**src/rtl/audio_pkg.sv**
```systemverilog
// Shared constants and types for the sawtooth audio path: sample/frequency
// widths, the phase-step -> Hz scaling, and the measurement FSM states.
package audio_pkg;

    localparam int FS_HZ             = 48000;
    localparam int SAMPLE_W          = 16;
    localparam int FREQ_W            = 24;
    localparam int PERIOD_W          = 16;
    localparam int PHASE_TO_HZ_SHIFT = 9;
    // FS_HZ / 2^SAMPLE_W expressed over 2^PHASE_TO_HZ_SHIFT; 48000/65536 == 375/512 exactly.
    localparam int PHASE_TO_HZ_NUM   = (FS_HZ * (1 << PHASE_TO_HZ_SHIFT)) / (1 << SAMPLE_W);

    typedef enum logic [1:0] {
        PRIME   = 2'd0,
        ACCUM   = 2'd1,
        COMPUTE = 2'd2
    } meas_state_e;

    // Phase advance between two samples; modulo arithmetic makes a sawtooth wrap free of error.
    function automatic logic [SAMPLE_W-1:0] sample_delta(input logic [SAMPLE_W-1:0] cur,
                                                         input logic [SAMPLE_W-1:0] prev);
        return cur - prev;
    endfunction

endpackage

```
**src/rtl/saw_freq_meas_pulse_watchdog.sv**
```systemverilog
// Strobe watchdog: counts clock cycles since the last sample strobe (or reset)
// and raises o_timeout while the quiet run has reached STALL_CYC cycles.
// A strobe arriving on the would-be timeout cycle suppresses the timeout.
module pulse_watchdog #(
    parameter int STALL_CYC = 2000
) (
    input  logic i_clk48,
    input  logic i_rst48,
    input  logic i_pulse,
    output logic o_timeout
);

    localparam int               CNT_W = $clog2(STALL_CYC + 1);
    localparam logic [CNT_W-1:0] LAST  = CNT_W'(STALL_CYC - 1);

    logic [CNT_W-1:0] quiet_q;
    logic [CNT_W-1:0] quiet_d;
    logic             at_limit;

    // Next quiet count: restart on a strobe, otherwise climb and park at the limit.
    always_comb begin
        at_limit  = (quiet_q == LAST);
        quiet_d   = quiet_q;
        if (i_pulse) begin
            quiet_d = '0;
        end else if (!at_limit) begin
            quiet_d = quiet_q + CNT_W'(1);
        end
        o_timeout = at_limit && !i_pulse;
    end

    // Quiet-cycle counter register.
    always_ff @(posedge i_clk48) begin
        if (i_rst48) begin
            quiet_q <= '0;
        end else begin
            quiet_q <= quiet_d;
        end
    end

endmodule

```
**src/rtl/saw_freq_meas.sv**
```systemverilog
// Sawtooth frequency meter: averages 2^AVG_LOG2 modulo-2^16 sample deltas and
// converts the summed phase step back to Hz (x375 >> (9+AVG_LOG2)). Also reports
// sample wraps, the wrap-to-wrap period in samples, and a stalled strobe.
module saw_freq_meas
    import audio_pkg::*;
#(
    parameter int AVG_LOG2  = 3,
    parameter int STALL_CYC = 2000
) (
    input  logic                i_clk48,
    input  logic                i_rst48,
    input  logic [SAMPLE_W-1:0] i_sample,
    input  logic                i_pulse,
    output logic [FREQ_W-1:0]   o_freq,
    output logic                o_valid,
    output logic                o_wrap,
    output logic [PERIOD_W-1:0] o_period,
    output logic                o_stalled
);

    localparam int ACC_W     = SAMPLE_W + AVG_LOG2;
    localparam int PROD_W    = ACC_W + PHASE_TO_HZ_SHIFT;
    localparam int CNT_W     = AVG_LOG2 + 1;
    localparam int OUT_SHIFT = PHASE_TO_HZ_SHIFT + AVG_LOG2;

    localparam logic [CNT_W-1:0]             WIN_LEN  = CNT_W'(1 << AVG_LOG2);
    localparam logic [PHASE_TO_HZ_SHIFT-1:0] MUL_BITS = PHASE_TO_HZ_SHIFT'(PHASE_TO_HZ_NUM);

    meas_state_e         state_q, state_d;
    logic [SAMPLE_W-1:0] prev_q, prev_d;
    logic [ACC_W-1:0]    acc_q, acc_d;
    logic [CNT_W-1:0]    cnt_q, cnt_d;
    logic [FREQ_W-1:0]   freq_q, freq_d;
    logic                valid_q, valid_d;
    logic                wrap_q, wrap_d;
    logic [PERIOD_W-1:0] period_q, period_d;
    logic [PERIOD_W-1:0] period_cnt_q, period_cnt_d;
    logic                armed_q, armed_d;
    logic                stalled_q, stalled_d;

    logic                timeout;
    logic [SAMPLE_W-1:0] delta;
    logic                is_wrap;
    logic                take_delta;
    logic [ACC_W-1:0]    acc_base;
    logic [CNT_W-1:0]    cnt_base;
    logic [PROD_W-1:0]   mul_part [PHASE_TO_HZ_SHIFT];
    logic [PROD_W-1:0]   product;
    logic [FREQ_W-1:0]   freq_calc;

    pulse_watchdog #(
        .STALL_CYC (STALL_CYC)
    ) u_watchdog (
        .i_clk48   (i_clk48),
        .i_rst48   (i_rst48),
        .i_pulse   (i_pulse),
        .o_timeout (timeout)
    );

    // Constant multiply by PHASE_TO_HZ_NUM as a sum of shifted copies of the accumulator.
    generate
        for (genvar gi = 0; gi < PHASE_TO_HZ_SHIFT; gi++) begin : g_mul
            if (MUL_BITS[gi]) begin : g_term
                assign mul_part[gi] = PROD_W'(acc_q) << gi;
            end else begin : g_zero
                assign mul_part[gi] = '0;
            end
        end
    endgenerate

    // Sum the partial products and scale the window total down to Hz.
    always_comb begin
        product = '0;
        for (int i = 0; i < PHASE_TO_HZ_SHIFT; i++) begin
            product = product + mul_part[i];
        end
        freq_calc = FREQ_W'(product >> OUT_SHIFT);
    end

    // Measurement FSM next state plus accumulation, wrap tracking and stall handling.
    always_comb begin
        state_d      = state_q;
        prev_d       = prev_q;
        acc_d        = acc_q;
        cnt_d        = cnt_q;
        freq_d       = freq_q;
        valid_d      = 1'b0;
        wrap_d       = 1'b0;
        period_d     = period_q;
        period_cnt_d = period_cnt_q;
        armed_d      = armed_q;
        stalled_d    = stalled_q;
        take_delta   = 1'b0;
        acc_base     = acc_q;
        cnt_base     = cnt_q;
        delta        = sample_delta(i_sample, prev_q);
        is_wrap      = (i_sample < prev_q);

        if (timeout) begin
            // Strobe lost: drop the partial window and wait for a fresh prime.
            state_d   = PRIME;
            acc_d     = '0;
            cnt_d     = '0;
            armed_d   = 1'b0;
            stalled_d = 1'b1;
        end else begin
            case (state_q)
                PRIME: begin
                    armed_d = 1'b0;
                    if (i_pulse) begin
                        prev_d    = i_sample;
                        stalled_d = 1'b0;
                        state_d   = ACCUM;
                    end
                end
                ACCUM: begin
                    take_delta = i_pulse;
                end
                COMPUTE: begin
                    freq_d     = freq_calc;
                    valid_d    = 1'b1;
                    acc_base   = '0;
                    cnt_base   = '0;
                    acc_d      = '0;
                    cnt_d      = '0;
                    state_d    = ACCUM;
                    // A strobe here opens the next window instead of being lost.
                    take_delta = i_pulse;
                end
                default: begin
                    state_d = PRIME;
                end
            endcase

            if (take_delta) begin
                acc_d   = acc_base + ACC_W'(delta);
                cnt_d   = cnt_base + CNT_W'(1);
                prev_d  = i_sample;
                state_d = (cnt_d == WIN_LEN) ? COMPUTE : ACCUM;
                if (is_wrap) begin
                    wrap_d       = 1'b1;
                    // The first wrap after priming has no earlier wrap to measure from.
                    if (armed_q) begin
                        period_d = period_cnt_q;
                    end
                    period_cnt_d = PERIOD_W'(1);
                    armed_d      = 1'b1;
                end else if (period_cnt_q != '1) begin
                    period_cnt_d = period_cnt_q + PERIOD_W'(1);
                end
            end
        end
    end

    // State and registered outputs.
    always_ff @(posedge i_clk48) begin
        if (i_rst48) begin
            state_q      <= PRIME;
            prev_q       <= '0;
            acc_q        <= '0;
            cnt_q        <= '0;
            freq_q       <= '0;
            valid_q      <= 1'b0;
            wrap_q       <= 1'b0;
            period_q     <= '0;
            period_cnt_q <= '0;
            armed_q      <= 1'b0;
            stalled_q    <= 1'b0;
        end else begin
            state_q      <= state_d;
            prev_q       <= prev_d;
            acc_q        <= acc_d;
            cnt_q        <= cnt_d;
            freq_q       <= freq_d;
            valid_q      <= valid_d;
            wrap_q       <= wrap_d;
            period_q     <= period_d;
            period_cnt_q <= period_cnt_d;
            armed_q      <= armed_d;
            stalled_q    <= stalled_d;
        end
    end

    assign o_freq    = freq_q;
    assign o_valid   = valid_q;
    assign o_wrap    = wrap_q;
    assign o_period  = period_q;
    assign o_stalled = stalled_q;

endmodule
```
**config.mk**
```make
export PLATFORM = sky130hd
export DESIGN_NAME = saw_freq_meas
export DESIGN_NICKNAME = d
export VERILOG_FILES = /design/src/rtl/audio_pkg.sv /design/src/rtl/saw_freq_meas_pulse_watchdog.sv /design/src/rtl/saw_freq_meas.sv
export SDC_FILE = /design/constraint.sdc
export NUM_CORES = 1
export LEC_CHECK = 0
export CORE_UTILIZATION = 55
export CTS_BUF_LIST = sky130_fd_sc_hd__clkbuf_16
export DETAILED_ROUTE_END_ITERATION = 8
export PLACE_DENSITY_LB_ADDON = 0.1
export SLEW_MARGIN = 20
export SYNTH_ARGS = -nofsm -noshare
export SYNTH_HDL_FRONTEND = slang
export SYNTH_SLANG_ARGS = --single-unit
```
**constraint.sdc**
```tcl
create_clock -name i_clk48 -period 5.7 [get_ports i_clk48]
set_clock_uncertainty 0.05 [all_clocks]
set_input_delay 0.855 -clock i_clk48 [delete_from_list [all_inputs] [get_ports i_clk48]]
set_output_delay 0.855 -clock i_clk48 [all_outputs]
set_load 0.01 [all_outputs]
```
# After elaboration in Yosys (flattened, before gate mapping)
# Cells that the tools add are included.
dict set report op_classes {
  n_addsub 11
  magnitude_cmp 1
  eq_ne 7
  n_mux 25
  bitwise_logic 2
  n_reduce_logical 18
}
# cell count
set op_table {}
lappend op_table {{$mux W16} 5}
lappend op_table {{$mux W19} 3}
lappend op_table {{$add A26 B27 Y28} 1}
lappend op_table {{$add A25 B25 Y26} 1}
lappend op_table {{$add A24 B24 Y25} 1}
lappend op_table {{$add A22 B23 Y24} 1}
lappend op_table {{$add A21 B21 Y22} 1}
lappend op_table {{$add A19 B20 Y21} 1}
lappend op_table {{$add A19 B16 Y19} 1}
lappend op_table {{$add A16 B1 Y16 const B} 1}
lappend op_table {{$lt A16 B16 Y1} 1}
lappend op_table {{$ne A16 B16 Y1 const B} 1}
lappend op_table {{$sub A16 B16 Y16} 1}
lappend op_table {{$mux W4} 3}
lappend op_table {{$add A11 B1 Y11 const B} 1}
lappend op_table {{$eq A11 B11 Y1 const B} 1}
lappend op_table {{$mux W1} 10}
lappend op_table {{$reduce_bool A2 Y1} 5}
lappend op_table {{$mux W2} 3}
lappend op_table {{$pmux W2 S3} 1}
lappend op_table {{$reduce_and A2 Y1} 3}
lappend op_table {{$reduce_and A3 Y1} 2}
lappend op_table {{$reduce_or A2 Y1} 3}
lappend op_table {{$add A4 B1 Y4 const B} 1}
lappend op_table {{11 further kinds} 12}
dict set report word_totals {
  ff_bits 104
  inputBits 19
  wordCells 76
}

# Depth between registers and ports, before layout
dict set report depth {
  ltp_word 7
  ltp_mapped 19
  depth_no_buf 19
}

# Cells and area by module
# Synthesis repeated with hierarchy kept, for this count alone.
dict set report unflattened {
  cells_unflattened 981
  hier_area_um2 8615.8
}
# module n_inst cells_per_inst area_each_um2 seq_area_each_um2
set modules_own_cells {}
lappend modules_own_cells {saw_freq_meas 1 921 8059.0 1861.8}
lappend modules_own_cells {pulse_watchdog 1 60 556.8 220.2}

# Worst setup path before layout
# OpenSTA, ideal clock, no wires.
dict set report synth_path {
  kind {register to register}
  from {register acc_q[5]}
  to {register freq_q[15], in the netlist o_freq[15]}
  setup_time_ns 0.127
  t_arrival_ns 4.781
  path_slack_ns 0.742
  stages_incl_launch_ff 15
  n_path_buf 0
  period_less_slack_ns 4.958
  cell_sequence {dfxtp_1 > inv_1 > fa_1 > fa_1 > fa_1 > inv_1 > fa_1 > ha_1 > a2111oi_4 > a21oi_2 > a2111oi_4 > o21ai_2 > a221o_1 > and4_4 > or3_1}
}
dict set report synth_between {
  elab_chain_len 6
}
# element line_no
set synth_rtl {}
lappend synth_rtl {{start, declared} saw_freq_meas.sv:31} ;# logic [ACC_W-1:0] acc_q, acc_d;
lappend synth_rtl {{start signal, assigned} saw_freq_meas.sv:160} ;# acc_q <= '0;
lappend synth_rtl {{start signal, assigned} saw_freq_meas.sv:172} ;# acc_q <= acc_d;
lappend synth_rtl {{$add A19 B20 Y21} saw_freq_meas.sv:75} ;# product = product + mul_part[i];
lappend synth_rtl {{$add A21 B21 Y22} saw_freq_meas.sv:75}
lappend synth_rtl {{$add A22 B23 Y24} saw_freq_meas.sv:75}
lappend synth_rtl {{$add A24 B24 Y25} saw_freq_meas.sv:75}
lappend synth_rtl {{$add A25 B25 Y26} saw_freq_meas.sv:75}
lappend synth_rtl {{$add A26 B27 Y28 *} saw_freq_meas.sv:75}
lappend synth_rtl {{end signal, assigned} saw_freq_meas.sv:174} ;# freq_q <= freq_d;
lappend synth_rtl {{end, declared} saw_freq_meas.sv:33} ;# logic [FREQ_W-1:0] freq_q, freq_d;
# Mark *: on every way between the ends. The rest lies on a longest branch, timed or not.
# A chain may end at the register's enable or synchronous reset.

# Worst setup path in the final report
# Same ends and word-level chain as after synthesis.

==> flow_metrics.py <==
metrics = {
    "timing": {
        "setup_viol": 0,
        "tns_ns": 0,
        "fin_crit_ns": 5.15,
        "relSlewSlack_pct": 36.9,
        "drv_slew": 0,
        "fin_crit_sh_pct": 90.3,
        "fmax_mhz": 194,
        "timing.final.hold_violations": 0,
        "tightest_slew_ns": 0.945,
        "rsz0062_at_grt": "false",
    },
    "synth": {
        "netlist_area_mm2": 0.00837,
        "ys_top_cells_by_count": "133 x nand2_1, 116 x inv_1, 104 x dfxtp_1, 89 x a21oi_1, 85 x ha_1",
        "synth-seq-cells": 104,
        "synth_edf_count": 0,
        "synth.avg_cell_area_um2": 8.53,
        "synth_most_common_cell": "nand2_1",
        "yosys_warnings": 0,
        "synthCells": 982,
        "yosysTopAreaCellShare_pct": 24.9,
        "synth_cell_type_count": 58,
        "yosysSeqAreaShare_pct": 24.9,
        "yosys-top-cells-area": "dfxtp_1 25%, fa_1 16%, ha_1 13%",
        "async_flop_share_pct": 0,
        "synthFlopType": "dfxtp_1",
        "yosys.area.top_type": "dfxtp_1",
    },
    "final_layout": {
        "finalNonFillerCells": 1206,
        "drive_gt1_share_pct": 3.23,
        "fin_area_mm2": 0.00931,
        "area_growth_pct": 11.2,
        "diodes": 0,
        "post-route-util_pct": 63.3,
        "final_net_count": 1188,
    },
    "critical_path": {
        "slowest_delay_ns": 0.55,
        "critPathBufInv": 2,
        "cp_top_family": "adder cells",
        "critPathKind": "reg -> reg",
        "cp_max_fo": 5,
        "required_ns": 5.90,
        "cp_common_cell": "fa_1",
        "crit_chain": "inv_1 -> fa_1 -> fa_1 -> fa_1 -> inv_1 -> fa_1 -> ha_1 -> a2111oi_4 -> a21oi_2 -> a2111oi_4 -> o21ai_2 -> a221o_1 -> and4_4 -> or3_1",
        "ff2ff_setup_slack_ns": 0.55,
        "slowest_stage": "fa_1",
        "crit_path_end_kind": "flop",
        "crit_arrival_ns": 5.35,
        "cp-start-kind": "flop",
    },
    "global_route": {
        "grt_util_all_layers_pct": 22.2,
        "grt_overflow_total": 0,
        "antenna_found_initial": 0,
        "grt_max_degree": 55,
        "grt_pass1_vias": 6179,
        "grt_pass1_wl_um": 28400,
    },
    "routing": {
        "antenna_left": 0,
        "avgRoutedWirePerCell_um": 13.6,
        "drtIter0Drc": 331,
        "vias": 6460,
        "drc": 7,
        "routed_wl_um": 16400,
        "via_per_inst": 5.36,
        "dr.pass1.iters": 6,
    },
    "floorplanning": {
        "core_area_mm2": 0.0147,
        "die_h_um": 125,
        "pin_count": 62,
        "die_area_mm2": 0.0157,
        "initial_core_util_pct": 57.0,
        "chipWidth_um": 125,
        "fp-row-count": 44,
    },
    "placement": {
        "placed_cells": 1190,
        "dpl.hpwl_um": 12800,
        "dpl-instance-area_mm2": 0.00902,
        "gp_congestion": 0.807,
        "io_buffers": 53,
    },
    "power": {
        "power_mw": 2.43,
        "leakage_nw": 4.14,
        "peakVddDrop_uv": 176,
        "p_per_area_mw_per_mm2": 261,
    },
    "job": {
        "maxCapViolCount": 0,
    },
    "cts": {
        "cts_resized": 0,
        "clkTransAtPathRegs_ns": 0.07,
        "postCtsHoldBufs": 0,
        "clk_latency_ns": 0.37,
        "cts_sinks": 104,
        "cts_buffers": 9,
        "clockBufferDepth": 2,
        "cts_tree": "yes",
        "post_cts_buffers": 0,
        "htreeDepth": 3,
        "cts_root_buf": "clkbuf_16",
    },
    "outcome": {
        "violations": "DRC",
        "status": "finished with violations",
    },
    "hold_path": {
        "hold_class": "reg -> reg",
    },
}
final cells by class:
cell class | count | area (um2)
timing repair buffer | 59 | 571
clock inverter | 7 | 65.1
inverter | 116 | 435
fill | 1306 | 5390
multi-input combinational | 727 | 5700
sequential | 104 | 2080
tap | 184 | 230
clock buffer | 9 | 225
power by group:
part | internal [mW] | switching (mW)
sequential | 0.753 | 0.0328
combinational | 0.430 | 0.595
clock | 0.307 | 0.314
total | 1.49 | 0.941
per-layer routing:
layer / track usage (%) / vias to the layer above / wire [um]
met4: 5.45 / 0 / 175
met2: 36.5 / 91 / 7300
met5: 0 / - / 0
met3: 3.59 / 14 / 442
met1: 30.6 / 2992 / 8510
li1: - / 3363 / -
sequential cells by signal (all words and copies together), names as in the netlist:
signal,cells
acc_q,19
state_q,2
u_watchdog.quiet_q,11
period_cnt_q,16
armed_q,1
o_stalled,1
o_valid,1
o_period,16
prev_q,16
o_wrap,1
o_freq,16
cnt_q,4
metrics by stage:
step	setup WS [ns]	hold slack [ns]
after floorplan	0.742	0.386
after global placement	0.573	0.389
after detailed placement	0.517	0.394
after CTS	0.523	0.403
after global routing	0.353	0.418
final	0.551	0.399
worst reg2reg max path, cell delays in order (launching register included):
cell	delay [ns]
dfxtp_1	0.48
inv_1	0.15
fa_1	0.55
fa_1	0.44
fa_1	0.51
inv_1	0.05
fa_1	0.45
ha_1	0.36
a2111oi_4	0.37
a21oi_2	0.15
a2111oi_4	0.43
o21ai_2	0.15
a221o_1	0.39
and4_4	0.19
or3_1	0.33
kinds of logic (layout without fill, tap and decap cells):
logic type / Yosys count / count (layout) / synth area share, %
AO/OA/AOI/OAI: 207 / 207 / 15.7
XOR/XNOR: 61 / 61 / 6.38
adder cells (fa/ha/maj): 152 / 152 / 28.7
buffers and inverters: 158 / 191 / 7.47
flip-flops: 104 / 104 / 24.9
multiplexers: 6 / 6 / 0.717
other: 1 / 8 / 0.0448
AND/OR/NAND/NOR: 293 / 293 / 16.1
layout by cell type, fill, tap and decap left out, drive strengths merged, types with 4 or more instances in the layout:
cell           Yosys  final
xor2              30     30
conb               1      8
inv              116    119
xnor2             31     31
nor2b             11     11
buf               11      7
o21bai             6      6
o21a               5      5
a31oi              6      6
or3                9      9
a21o              22     22
dfxtp            104    104
or4                4      4
o211ai             7      7
clkdlybuf4s50      0     52
mux2i              6      6
and4               4      4
o2111ai            9      9
nor2              66     66
a211oi            10     10
nand4             15     15
nand3             14     14
nand2            133    133
o21ai             36     36
a21oi             90     90
ha                85     85
fa                67     67
and3              11     11
nand2b             5      5
nor3               6      6
clkbuf            31      9
path summary, 6_finish.rpt:
check,startpoint,end,cells after the start
min reg2reg,o_freq[7],o_freq[7],2
min,o_freq[7],o_freq[7],2
max,acc_q[5],o_freq[15],14
max reg2reg,acc_q[5],o_freq[15],14
No activity file was read; power rests on OpenSTA's default activity.
==> patch 1: new RTL, same flow settings <==
Register the output `o_stalled` once more; this adds one clock of latency there. The other outputs are not delayed to match.
--- a/src/rtl/saw_freq_meas.sv
+++ b/src/rtl/saw_freq_meas.sv
@@ -185,6 +185,8 @@
     assign o_valid   = valid_q;
     assign o_wrap    = wrap_q;
     assign o_period  = period_q;
-    assign o_stalled = stalled_q;
+    always_ff @(posedge i_clk48) begin
+        o_stalled <= stalled_q;
+    end
 
 endmodule
Formal check against the unedited RTL: same outputs for any inputs over 4 cycles, from zero or initial values and one cycle with i_rst48 high; that may be too few to reach the edited logic, so the function may still have changed.
==> patch 1 against the unedited design <==
Non-clock buffer count did not move; synthesized area rose by 4.5%; sequential cell count rose by 1; cell count rose by 6.4%; sequential power rose by 0.8%; setup slack improved by 0.16 ns; cell area rose by 4.6%; highest routed layer unchanged; count of clock-buffer cells in the layout did not move; total power rose by 2.6%; fmax rose by 3.3%; combinational power rose by 6%; routed wire length rose by 8.5%; first-iteration DRC count rose by 22%.
==> patch 1: results (changes against the unedited design) <==
| Metric | Value |
|---|---|
| Status | `finished clean` |
| Synth warn | `0 (unchanged)` |
| Worst R2R Path Depth | `14 (unchanged)` |
| Top delay family on crit path | `adder cells` |
| H-tree lvl count | `3 (unchanged)` |
| Layout Nets | `1238 (+4.2%)` |
| Ant. Diodes | `0 (unchanged)` |
| Hold path startpoint | `stalled_q` |
| Most used DFF post-synth | `dfxtp_1` |
| Via count | `6902 (+6.8%)` |
| Clk buf depth | `2 (unchanged)` |
| Initial antenna violation count | `0 (unchanged)` |
| Clk slew on worst S/H paths | `roughly 0.080 ns` |
| Crit path DAT | `5.20 ns (-0.15 ns)` |
| Top post-synthesis cells by count | `inv_1 (125), dfxtp_1 (105), nand2_1 (97), nor2_1 (97), ha_1 (85)` |
| Gpl congestion | `0.896 (+11%)` |
| Largest net degree at the start of global routing | `53 (-3.6%)` |
| Postcts setup bufs | `0 (unchanged)` |
| DP HPWL | `14100 um (+9.5%)` |
| R2r setup slk | `0.71 ns (+0.16 ns)` |
| Synth cell types | `66 (+14%)` |
| Pre-antenna DRT Iters | `4 (-2)` |
| CTS buffer count | `9 (unchanged)` |
| Asr flop ratio synth | `0 (unchanged)` |
| Static leakage | `0.00418 uW (+0.92%)` |
| Total wire length | `17800 um (+8.5%)` |
| Rel. slew slack | `0.405 (+0.0360)` |
| Maximum vdd drop | `0.000156 V (-11%)` |
| Max FFs per register | `19 (unchanged)` |
| Critical R2R Launch | `acc_q[11]` |
| HP Class | `flip-flop to flip-flop` |
| Main area contributors after synthesis | `dfxtp_1 (24%), fa_1 (15%), ha_1 (12%)` |
| FF-to-FF End | `o_freq[15]` |
| Post_cts resized | `0 (unchanged)` |
| Top reg by flops | `acc_q` |
| Layout Utilization | `0.633 (about the same)` |
| Hold path depth | `0 (-2)` |
| Critical Path Slowest Stage Cell | `a221oi_1` |
| Hold Path End | `o_stalled` |
| Fin Hold WS | `0.304 ns (-0.0941 ns)` |
| CP max FO | `5 (unchanged)` |
| CTS Hold Bufs | `0 (unchanged)` |
| DRT iter0 DRCs | `403 (+22%)` |
| Slowest cell delay on critical path | `0.60 ns (+0.05 ns)` |
| Maxcap violations | `0 (unchanged)` |
| Clk_lat worst skew | `0.36 ns` |
| All-Layer GR Usage | `0.236 (+0.0141)` |
| Pre-CTS WS | `0.446 ns (-0.0710 ns)` |
| Root buffer cell | `clkbuf_16` |
| Seq/Total Area, Yosys | `0.240 (-0.00848)` |
| IO Port Bufs | `53 (unchanged)` |
| Vias in the first global route | `6514 (+5.4%)` |
| First-pass GRT wire length | `31100 um (+9.2%)` |
| Share of post-route cells with drive strength above 1 | `0.0429 (+0.0106)` |
## patch 1: layer usage
metal | routed length (um) | share of wire | up-vias | GRT usage
met1 | 8780 | 0.49 | 3239 | 0.321
met4 | 129 | 0.0072 | 0 | 0.0484
met5 | 0 | 0 | - | 0
met3 | 532 | 0.030 | 14 | 0.0380
li1 | - | - | 3562 | -
met2 | 8390 | 0.47 | 87 | 0.398
## patch 1: metrics by stage
step | area, um^2 | std cells | total power, uW
final | 9730 | 1283 | 2500
after global routing | 9730 | 1283 | 2720
after CTS | 9730 | 1283 | 2520
after detailed placement | 9430 | 1267 | 1880
after global placement | 9430 | 1267 | 1860
after floorplan | 8780 | 1032 | 1670
## patch 1: layout make-up
class	instances	area, um^2
flip-flops and latches	105	2100
multi-input cells	767	6030
fillers	1390	5640
clock buffers	9	225
well taps	211	264
repair buffers	59	571
clock inverters	7	72.6
inverters	125	469
## patch 1: how the worst max path moves through the flow
stage	startpoint	endpoint	slack, ns
after floorplan	acc_q[11]	o_freq[15]	1.30
after global placement	i_sample[1]	acc_q[16]	0.57
after detailed placement	i_sample[1]	acc_q[18]	0.45
after CTS	acc_q[11]	o_freq[15]	0.72
after global routing	i_sample[1]	acc_q[18]	0.30
final	acc_q[11]	o_freq[15]	0.71
## patch 1: worst reg2reg max path: stages (launching register included)
cell and delay (ns):
dfxtp_1 0.51, fa_1 0.55, fa_1 0.57, inv_1 0.05, fa_1 0.47, fa_1 0.51, inv_1 0.04, ha_1 0.35
a211oi_1 0.21, o21ai_0 0.16, a21oi_1 0.26, nand3_1 0.14, a221oi_1 0.60, nand4_1 0.16, a311oi_1 0.27
## patch 1: cells by family after synthesis
kind of cell             Yosys count  synth area share
adder cells (fa/ha/maj)          152             0.275
AND/OR/NAND/NOR                  300             0.160
flip-flops                       105             0.240
XOR/XNOR                          54            0.0540
buffers and inverters            160            0.0748
multiplexers                      22            0.0254
other                              1          0.000428
AO/OA/AOI/OAI                    231             0.170
## patch 1: report_power, final
group          internal (uW)  switching [uW]  total, uW  leakage [uW]
clock                    311             317        628      0.000143
sequential               759            32.5        791      0.000850
combinational            436             641       1080       0.00319
==> patch 2: new RTL, same flow settings <==
Without the edit above. `PHASE_TO_HZ_SHIFT`: 9 -> 8.
--- a/src/rtl/audio_pkg.sv
+++ b/src/rtl/audio_pkg.sv
@@ -6,7 +6,7 @@
     localparam int SAMPLE_W          = 16;
     localparam int FREQ_W            = 24;
     localparam int PERIOD_W          = 16;
-    localparam int PHASE_TO_HZ_SHIFT = 9;
+    localparam int PHASE_TO_HZ_SHIFT = 8;
     // FS_HZ / 2^SAMPLE_W expressed over 2^PHASE_TO_HZ_SHIFT; 48000/65536 == 375/512 exactly.
     localparam int PHASE_TO_HZ_NUM   = (FS_HZ * (1 << PHASE_TO_HZ_SHIFT)) / (1 << SAMPLE_W);
 
Function: same outputs for any inputs over 4 cycles, from zero or initial values and one cycle with i_rst48 high; that may be too few to reach the edited logic, so the function may still have changed.
==> patch 2 against the unedited design <==
Count of clock-buffer cells in the layout unchanged; setup slack better by 0.43 ns; cell area is 1.7% lower; clock power rose by 6.9%; sequential cell count did not move; largest cell class unchanged; total power shrank 3.2%; global-route usage is 1.2 points higher; synthesized area decreased by 2.0%; routed wire length is 0.18% higher; critical path type is now input pin to flip-flop.
==> patch 2: results (changes against the unedited design) <==
| Metric | Value |
|---|---|
| All-Layer GR Usage | `0.234 (+0.0120)` |
| Pre-CTS WS | `0.607 ns (+0.0903 ns)` |
| Critical Path Slowest Stage Cell | `clkdlybuf4s50_1` |
| DP Area | `8830 um^2 (-2.1%)` |
| Root buffer cell | `clkbuf_16` |
| DP HPWL | `12700 um (-0.96%)` |
| Top delay family on crit path | `compound AO/OA/AOI/OAI gates` |
| Multiplexer share of the synthesized area | `0.0232 (+0.0160)` |
| Synth Area in XOR/XNOR | `0.0608 (-0.00297)` |
| Avg WL per Cell | `13.8 um (+1.4%)` |
| DRT iter0 DRCs | `271 (-18%)` |
| Clk slew on worst S/H paths | `0.08 ns` |
| Static leakage | `0.00420 uW (+1.5%)` |
| IO Port Bufs | `53 (unchanged)` |
| Initial antenna violation count | `0 (unchanged)` |
| First-pass GRT wire length | `28400 um (-0.27%)` |
| Pre-antenna DRT Iters | `4 (-2)` |
| Post_cts resized | `0 (unchanged)` |
| Synth cell types | `70 (+21%)` |
| Clk buf depth | `2 (unchanged)` |
| Compound-cell area share of the yosys netlist | `0.175 (+0.0175)` |
| Met2 global-route usage | `0.365 (about the same)` |
| Top reg by flops | `acc_q` |
| Seq/Total Area, Yosys | `0.254 (+0.00504)` |
| Met3 usage | `0.0298 (-0.00618)` |
| Synth warn | `0 (unchanged)` |
| Gpl congestion | `0.896 (+11%)` |
| Dpl cells | `1176 (-1.2%)` |
| Crit path DAT | `4.91 ns (-0.44 ns)` |
| Postcts setup bufs | `0 (unchanged)` |
| HP Class | `flip-flop to flip-flop` |
| Largest net degree at the start of global routing | `31 (-44%)` |
| Clk pwr share | `0.282 (+0.027)` |
| Vias in the first global route | `6031 (-2.4%)` |
| M1 GR Usage | `0.332 (+0.0254)` |
| Tcrit/Tclk final | `0.828 (-0.0751)` |
| Status | `finished clean` |
| Rel. slew slack | `0.375 (+0.00655)` |
| Slowest cell delay on critical path | `0.42 ns (-0.13 ns)` |
| CTS buffer count | `9 (unchanged)` |
| Total wire length | `16500 um (+0.18%)` |
| Asr flop ratio synth | `0 (unchanged)` |
| Fin Hold WS | `0.401 ns (+0.00289 ns)` |
| Cells after Synth | `963 (-1.9%)` |
| Top post-synthesis cells by count | `inv_1 (111), nand2_1 (106), dfxtp_1 (104), a21oi_1 (87), ha_1 (78)` |
| Clk_lat worst skew | `0.37 ns (about the same)` |
| Via count | `6374 (-1.3%)` |
| CP max FO | `4 (-1)` |
| R2r setup slk | `1.50 ns (+0.95 ns)` |
| Max FFs per register | `19 (unchanged)` |
| Maximum vdd drop | `0.000164 V (-7.0%)` |
| Post-synthesis adder-cell area fraction | `0.246 (-0.0414)` |
| Ant. Diodes | `0 (unchanged)` |
| H-tree lvl count | `3 (unchanged)` |
| Most used DFF post-synth | `dfxtp_1` |
| Comb pwr share | `0.386 (-0.036)` |
| Main area contributors after synthesis | `dfxtp_1 (25%), fa_1 (13%), ha_1 (12%)` |
| Share of post-route cells with drive strength above 1 | `0.0466 (+0.0143)` |
| Switching pwr | `906 uW (-3.8%)` |
## patch 2: cell type report
cell class	instances	area, um^2
Clock buffer	9	225
Multi-Input combinational cell	719	5540
Fill cell	1306	5390
Sequential cell	104	2080
Timing Repair Buffer	58	563
Tap cell	184	230
Inverter	111	417
Clock inverter	7	93.8
## patch 2: final timing paths
check               from         end  cells after the start
max          i_sample[0]   acc_q[16]                     20
min            o_freq[1]   o_freq[1]                      2
max reg2reg     acc_q[1]  o_freq[10]                     13
min reg2reg    o_freq[1]   o_freq[1]                      2
## patch 2: routing by layer
metal,part of all wire,wire [um],vias to the layer above
met5,0,0,-
met4,0.014,236,0
met3,0.031,516,15
met2,0.44,7190,95
met1,0.52,8520,2935
li1,-,-,3329
## patch 2: through the flow
stage / total power, uW / util
after floorplan: 1520 / -
after global placement: 1690 / 0.607
after detailed placement: 1700 / 0.607
after CTS: 2370 / 0.629
after global routing: 2550 / 0.629
final: 2350 / 0.629
